**config.mk**
```make
export PLATFORM = sky130hd
export DESIGN_NAME = lighthouse_emulator
export DESIGN_NICKNAME = d
export VERILOG_FILES = /design/src/rtl/lighthouse_emulator.sv
export SDC_FILE = /design/constraint.sdc
export NUM_CORES = 1
export LEC_CHECK = 0
export ABC_AREA = 1
export CAP_MARGIN = 30
export CORE_MARGIN = 4
export CORE_UTILIZATION = 43
export CTS_CLUSTER_SIZE = 8
export DETAILED_ROUTE_END_ITERATION = 10
export GPL_TIMING_DRIVEN = 0
export PLACE_DENSITY = 0.64
export SETUP_SLACK_MARGIN = 0.5
export SLEW_MARGIN = 20
export SYNTH_ARGS = -nofsm -noshare
export SYNTH_HDL_FRONTEND = slang
export SYNTH_SLANG_ARGS = --single-unit
```
**constraint.sdc**
```tcl
create_clock -name clock -period 5.79 [get_ports clock]
set_input_delay 1.158 -clock clock [delete_from_list [all_inputs] [get_ports clock]]
set_output_delay 1.158 -clock clock [all_outputs]
set_load 0.005 [all_outputs]
```
**src/rtl/lighthouse_emulator.sv**
```systemverilog
// Lighthouse base-station emulator: an Avalon-MM register block that generates the sync/sweep photodiode waveform.
// Optional feature macro LH_EMU_OOTX_EN: register 6 holds an OOTX word whose bits, MSB first, become the per-frame data bit.
module lighthouse_emulator #(
  parameter int unsigned SYNC_BASE = 3000,
  parameter int unsigned SYNC_STEP = 500
) (
  input  logic        clock,
  input  logic        reset,
  input  logic [2:0]  address,
  input  logic        write,
  input  logic [31:0] writedata,
  input  logic        read,
  output logic [31:0] readdata,
  output logic        waitrequest,
  output logic        sensor_signal_o
);

  typedef enum logic [2:0] {S_IDLE, S_SYNC, S_GAP, S_SWEEP, S_TAIL} state_t;

  typedef struct packed {
    logic skip;
    logic axis;
    logic data;
    logic auto_axis;
    logic enable;
  } ctrl_t;

  state_t      state;
  ctrl_t       ctrl_q, sh_ctrl;
  logic [31:0] sweep_delay, sweep_width, period, frame_count;
  logic [31:0] sh_delay, sh_width, sh_period;
  logic [31:0] timer, seg_cnt;
  logic [2:0]  code;
  logic [31:0] sync_w;
  logic        tail_done, go_sync, ctrl_wr, next_axis, next_data;
  logic        unused_read;

`ifdef LH_EMU_OOTX_EN
  logic [31:0] ootx_word, ootx_sr, fc_entry;
  logic        load_ootx;
`endif

  // Avalon reads have no side effects, so the strobe carries no information here.
  assign unused_read = read;
  assign waitrequest = 1'b0;

  always_comb begin
    code      = {sh_ctrl.skip, sh_ctrl.data, sh_ctrl.axis};
    sync_w    = SYNC_BASE + SYNC_STEP * {29'd0, code};
    tail_done = (state == S_TAIL) && (({1'b0, timer} + 33'd1) >= {1'b0, sh_period});
    go_sync   = ((state == S_IDLE) || tail_done) && ctrl_q.enable;
    ctrl_wr   = write && (address == 3'd0);
    next_axis = (tail_done && sh_ctrl.auto_axis) ? ~ctrl_q.axis : ctrl_q.axis;
`ifdef LH_EMU_OOTX_EN
    fc_entry  = tail_done ? frame_count + 32'd1 : frame_count;
    load_ootx = (fc_entry[4:0] == 5'd0);
    next_data = load_ootx ? ootx_word[31] : ootx_sr[31];
`else
    next_data = ctrl_q.data;
`endif
  end

  // NOTE: readdata gets a default before the case so no path leaves it unassigned (no latch).
  always_comb begin
    readdata = 32'hDEAD_BEEF;
    case (address)
      3'd0:    readdata = {27'd0, ctrl_q};
      3'd1:    readdata = sweep_delay;
      3'd2:    readdata = sweep_width;
      3'd3:    readdata = period;
      3'd4:    readdata = frame_count;
      3'd5:    readdata = {27'd0, code, sh_ctrl.axis, state != S_IDLE};
`ifdef LH_EMU_OOTX_EN
      3'd6:    readdata = ootx_word;
`endif
      default: ;
    endcase
  end

  always_ff @(posedge clock) begin
    if (reset) begin
      state           <= S_IDLE;
      sensor_signal_o <= 1'b0;
      ctrl_q          <= '0;
      sh_ctrl         <= '0;
      sweep_delay     <= '0;
      sweep_width     <= '0;
      period          <= '0;
      frame_count     <= '0;
      sh_delay        <= '0;
      sh_width        <= '0;
      sh_period       <= '0;
      timer           <= '0;
      seg_cnt         <= '0;
`ifdef LH_EMU_OOTX_EN
      ootx_word       <= '0;
      ootx_sr         <= '0;
`endif
    end else begin
      // The pin follows the registered state, so it lags every state change by one clock.
      sensor_signal_o <= (state == S_SYNC) || (state == S_SWEEP);
      if (state != S_IDLE) begin
        timer   <= timer + 32'd1;
        seg_cnt <= seg_cnt + 32'd1;
      end

      if (write) begin
        case (address)
          3'd0:    ctrl_q      <= ctrl_t'(writedata[4:0]);
          3'd1:    sweep_delay <= writedata;
          3'd2:    sweep_width <= writedata;
          3'd3:    period      <= writedata;
`ifdef LH_EMU_OOTX_EN
          3'd6:    ootx_word   <= writedata;
`endif
          default: ;
        endcase
      end

      case (state)
        S_SYNC: if (seg_cnt == sync_w - 32'd1) begin
          state   <= S_GAP;
          seg_cnt <= '0;
        end
        S_GAP: if (({1'b0, timer} + 33'd1) >= {1'b0, sh_delay}) begin
          state   <= (sh_ctrl.skip || (sh_width == 32'd0)) ? S_TAIL : S_SWEEP;
          seg_cnt <= '0;
        end
        S_SWEEP: if (seg_cnt == sh_width - 32'd1) begin
          state   <= S_TAIL;
          seg_cnt <= '0;
        end
        default: ;
      endcase

      if (tail_done) begin
        frame_count <= frame_count + 32'd1;
        // A CTRL write landing on the same edge wins over the automatic toggle.
        if (sh_ctrl.auto_axis && !ctrl_wr) ctrl_q.axis <= ~ctrl_q.axis;
        state <= S_IDLE;
      end

      // Frame start: freeze the configuration so mid-frame writes only affect the next frame.
      if (go_sync) begin
        state     <= S_SYNC;
        timer     <= '0;
        seg_cnt   <= '0;
        sh_ctrl   <= {ctrl_q.skip, next_axis, next_data, ctrl_q.auto_axis, ctrl_q.enable};
        sh_delay  <= sweep_delay;
        sh_width  <= sweep_width;
        sh_period <= period;
`ifdef LH_EMU_OOTX_EN
        ootx_sr   <= load_ootx ? {ootx_word[30:0], 1'b0} : {ootx_sr[30:0], 1'b0};
`endif
      end
    end
  end

endmodule

```
==> impl_results.md <==
* Pin count of the biggest net entering global routing at 13
* Worst Setup Path Type: in2out
* Worst Hold Class: reg2reg
* Post-synthesis adder-cell area fraction at 6.08%
* Top FF cell, synth: dfxtp_1
* Clk_lat worst skew at 0.58 ns
* Worst r2r src: timer[0]
* CP max stage delay at 0.60 ns
* Status: finished clean
* Final period utilization at 89.0%
* Synth Instances at 2432
* Post-Place Worst Slack at 0.446 ns
* Min cycle time layout at 5.15 ns
* Starting DRC count in detailed routing at 1600
* Ys async rst share at 0%
* Area Growth Syn to Fin at 14.7%
* Max-slew violation count at 0
* Leak Pwr at approximately 7.9 nW
* Post-synth design cell area at 0.0172 mm²
* Die X at between 200 and 250 µm
* CP required at 4.63 ns
* Power per Cell Area at 266 mW/mm²
* Hold Fails Final Rpt at 0
* Detail Placement HPWL at 48.0 mm
* Crit Path Max Fanout at 10
* Post-detailed-route count of antenna-violating nets at 0
* Initial Util at roughly 44%
* Nets@finish at around 2700
* Compound-Gate Fraction of Synth Area at 15.8%
* Pwr Total at between 5 and 6 mW
* First-pass GRT wire length at ~90 mm
* Drt drc at 0
* Slowest library cell on the worst path: clkdlybuf4s50_1
* RSZ-0062 raised after global routing: no
* Sw frac at 28.6%
* TNS Setup at 0 ns
* Max capacitance violation total at 0
* Instance area at placement at 0.0185 mm²
* Gr ovfl total at 0
* Commonest non-fill, non-tap cell in the layout: nand2_1
* Hold Path Sink: frame_count[31]
* Startpoint types: primary input
* Final core occ at 50.4%
* RR Endpoint: timer[5]
* Worst-margin pin slew at 1.04 ns
* TritonCTS Buffers at 43
* DR WL/cell at between 15 and 20 µm
* Largest family of logic cells by synthesized area: simple AND/OR/NAND/NOR gates
* Clk buf depth at 3
* Fin Hold WS at 0.463 ns
* Top Ports at 73
* Hold_buf cts at 0
* Final worst slack at about 0.64 ns
* Hold wc startpoint: frame_count[31]
* Area share of the largest cell type after synthesis at 35.1%
* Clk_skew at 0.0287 ns
* Vias in the first global route at around 16000
* Fraction of synthesized area in multiplexers at 0%
* Sequential share of power at 41.6%
* CTS root buf: clkbuf_16
* Die Ht at 208 µm
* Top cells by area, synth: dfxtp_1 35%, nand2_1 9.8%, nor2_1 8.2%, a21oi_1 5.7%, ha_1 5.6%
* Share of layout cells above drive strength 1 at 6.55%
* Simple-Gate Fraction of Synth Area at 27.9%
* Buffers on Ports at 70
* Site Rows at 72
* Post-Synth XOR/XNOR Area at 5.96%
* Most frequent cells in the layout: 448 x nand2_1, 377 x nor2_1, 301 x dfxtp_1
* Internal Power at 3.74 mW
* ANT cells at 0
* Max-slew headroom at 30.5%
* Worst Path Buf+Inv at 6
* Hold Path Stages at 2
* Post-synth EDFFs at 0
* H-tree depth at 2
* Clock sink total at 301
* FF+latch count, synth at 301
* RePlAce Congestion at 0.979
* Peak supply drop at slightly below 0.2 mV
* Max Clk Rate at 0.194 GHz
* Clock power frac at 43.3%
* DP Cell Count at 3020
* Vias/cell at 5.51
* Synth Area per Inst at 7.05 µm²
* Initial antenna violation count at 0
* Reg2reg path depth at 22
* Synth area leader: dfxtp_1
* Post-route cell area at 0.0197 mm²
* Full die area at between 0.04 and 0.05 mm²
* Register area share after synthesis at 35.1%
* Family with the most delay on the worst path: buffers and inverters
* GRT Resource Usage Total at between 20% and 30%
* Crit-path cells: clkdlybuf4s50_1 -> inv_1 -> nor2_1 -> inv_1 -> nor2_1 -> clkbuf_1 -> inv_1 -> o21ai_1 -> clkdlybuf4s50_1
* Drt total wl at around 60 mm
* Worst reg-to-reg setup slack at 0.93 ns
* Placeable Area at about 0.039 mm²
* Switching pwr at 1.50 mW
* CTS clock-pin slew for the worst setup and hold paths at 0.05 ns
* Mapped Nets at 2552
* Detailed-router iteration count before antenna repair at 7
* Logic pwr share at around 15%
* Critical path arrival at about 4.0 ns
* Yosys cell types at 57
* CTS tree: done
* Cell mode on critical path: inv_1
* Vias at 16896
* Final Non-Filler Cells at 3068
* Critical Path End Type: primary output
* Finish-stage setup viols at 0
* Synth warnings at 0
power by group through the flow:
stage | Combinational (mW) | Sequential, mW | Clock [mW]
6_report | 0.792 | 2.18 | 2.27
3_3_place_gp | 0.765 | 2.22 | 0
4_1_cts | 0.780 | 2.18 | 2.30
3_5_place_dp | 0.776 | 2.22 | 0
2_1_floorplan | 0.521 | 2.20 | 0
5_1_grt | 0.876 | 2.18 | 2.37
flip-flops by register name, summed over array words and instances (netlist names):
register,count
sweep_width,32
period,32
sh_period,32
seg_cnt,32
state,3
sh_delay,32
sh_width,32
sweep_delay,32
sh_ctrl,1
frame_count,32
sensor_signal_o,1
ctrl_q,4
next_data,1
code,3
timer,32
metal layers:
metal  track usage, %  up-vias  routed length [µm]
li1                 -     8217                   -
met1             37.5     7918               27000
met2             43.4      666               26800
met3             4.37       95                4760
met4             7.57        0                1560
met5                0        -                   0
worst max path at each step:
stage,from,endpoint,cells past startpoint
floorplan,timer[0],frame_count[23],21
global placement,address[1],readdata[14],10
finish,address[1],readdata[8],9
detailed placement,address[1],readdata[14],10
CTS,address[1],readdata[8],9
global route,address[1],readdata[8],9
logic make-up after synthesis:
group / Yosys count
buffers and inverters: 362
adders and majority gates: 81
DFF: 301
xor gates and xnor gates: 112
and+or+nand+nor: 1087
other: 1
AOI/OAI and AO/OA: 488
synth_stat cells, drive strengths merged (3+ instances only):
cell / instances
nand2: 467
nor2: 402
dfxtp: 301
inv: 257
o21ai: 205
a21oi: 197
nand3: 89
xor2: 88
ha: 77
clkbuf: 67
nor3: 47
nand4: 45
buf: 38
a22oi: 24
nor4: 22
xnor2: 21
o2111ai: 17
a211oi: 15
a221oi: 10
o211ai: 6
nand3b: 5
fa: 4
and3: 3
nor3b: 3
or2: 3
xnor3: 3
what timing repair did:
item,in CTS,in global routing
setup buffers,0,0
setup endpoints to repair,5,76
resized for setup,1,8
cell type report:
class                           count  area (µm²)
Clock buffer                       45        1090
Clock inverter                      3        55.1
Sequential cell                   301        6030
Fill cell                        3844       19300
Multi-Input combinational cell   1769        9590
Buffer                            105         591
Inverter                          257         965
Timing Repair Buffer               70         701
Tap cell                          518         648
worst reg2reg max path, cell delays in order, from the launching register on:
cell and delay (ns):
dfxtp_1 0.48, ha_1 0.27, nand3_2 0.12, nor3_2 0.15, nand3_1 0.16, nor3_1 0.26
nand3_1 0.28, nor4_4 0.34, nand2_1 0.17, xnor2_2 0.25, ha_1 0.31, a21oi_1 0.13
o21ai_0 0.11, a221oi_2 0.32, nand2_1 0.11, nand2_1 0.20, nand2_2 0.10, nand2_4 0.11
nand2_4 0.06, nand2_4 0.12, nand2_1 0.22, buf_2 0.30, a211oi_1 0.19
Power figures use the tool's default switching activity.
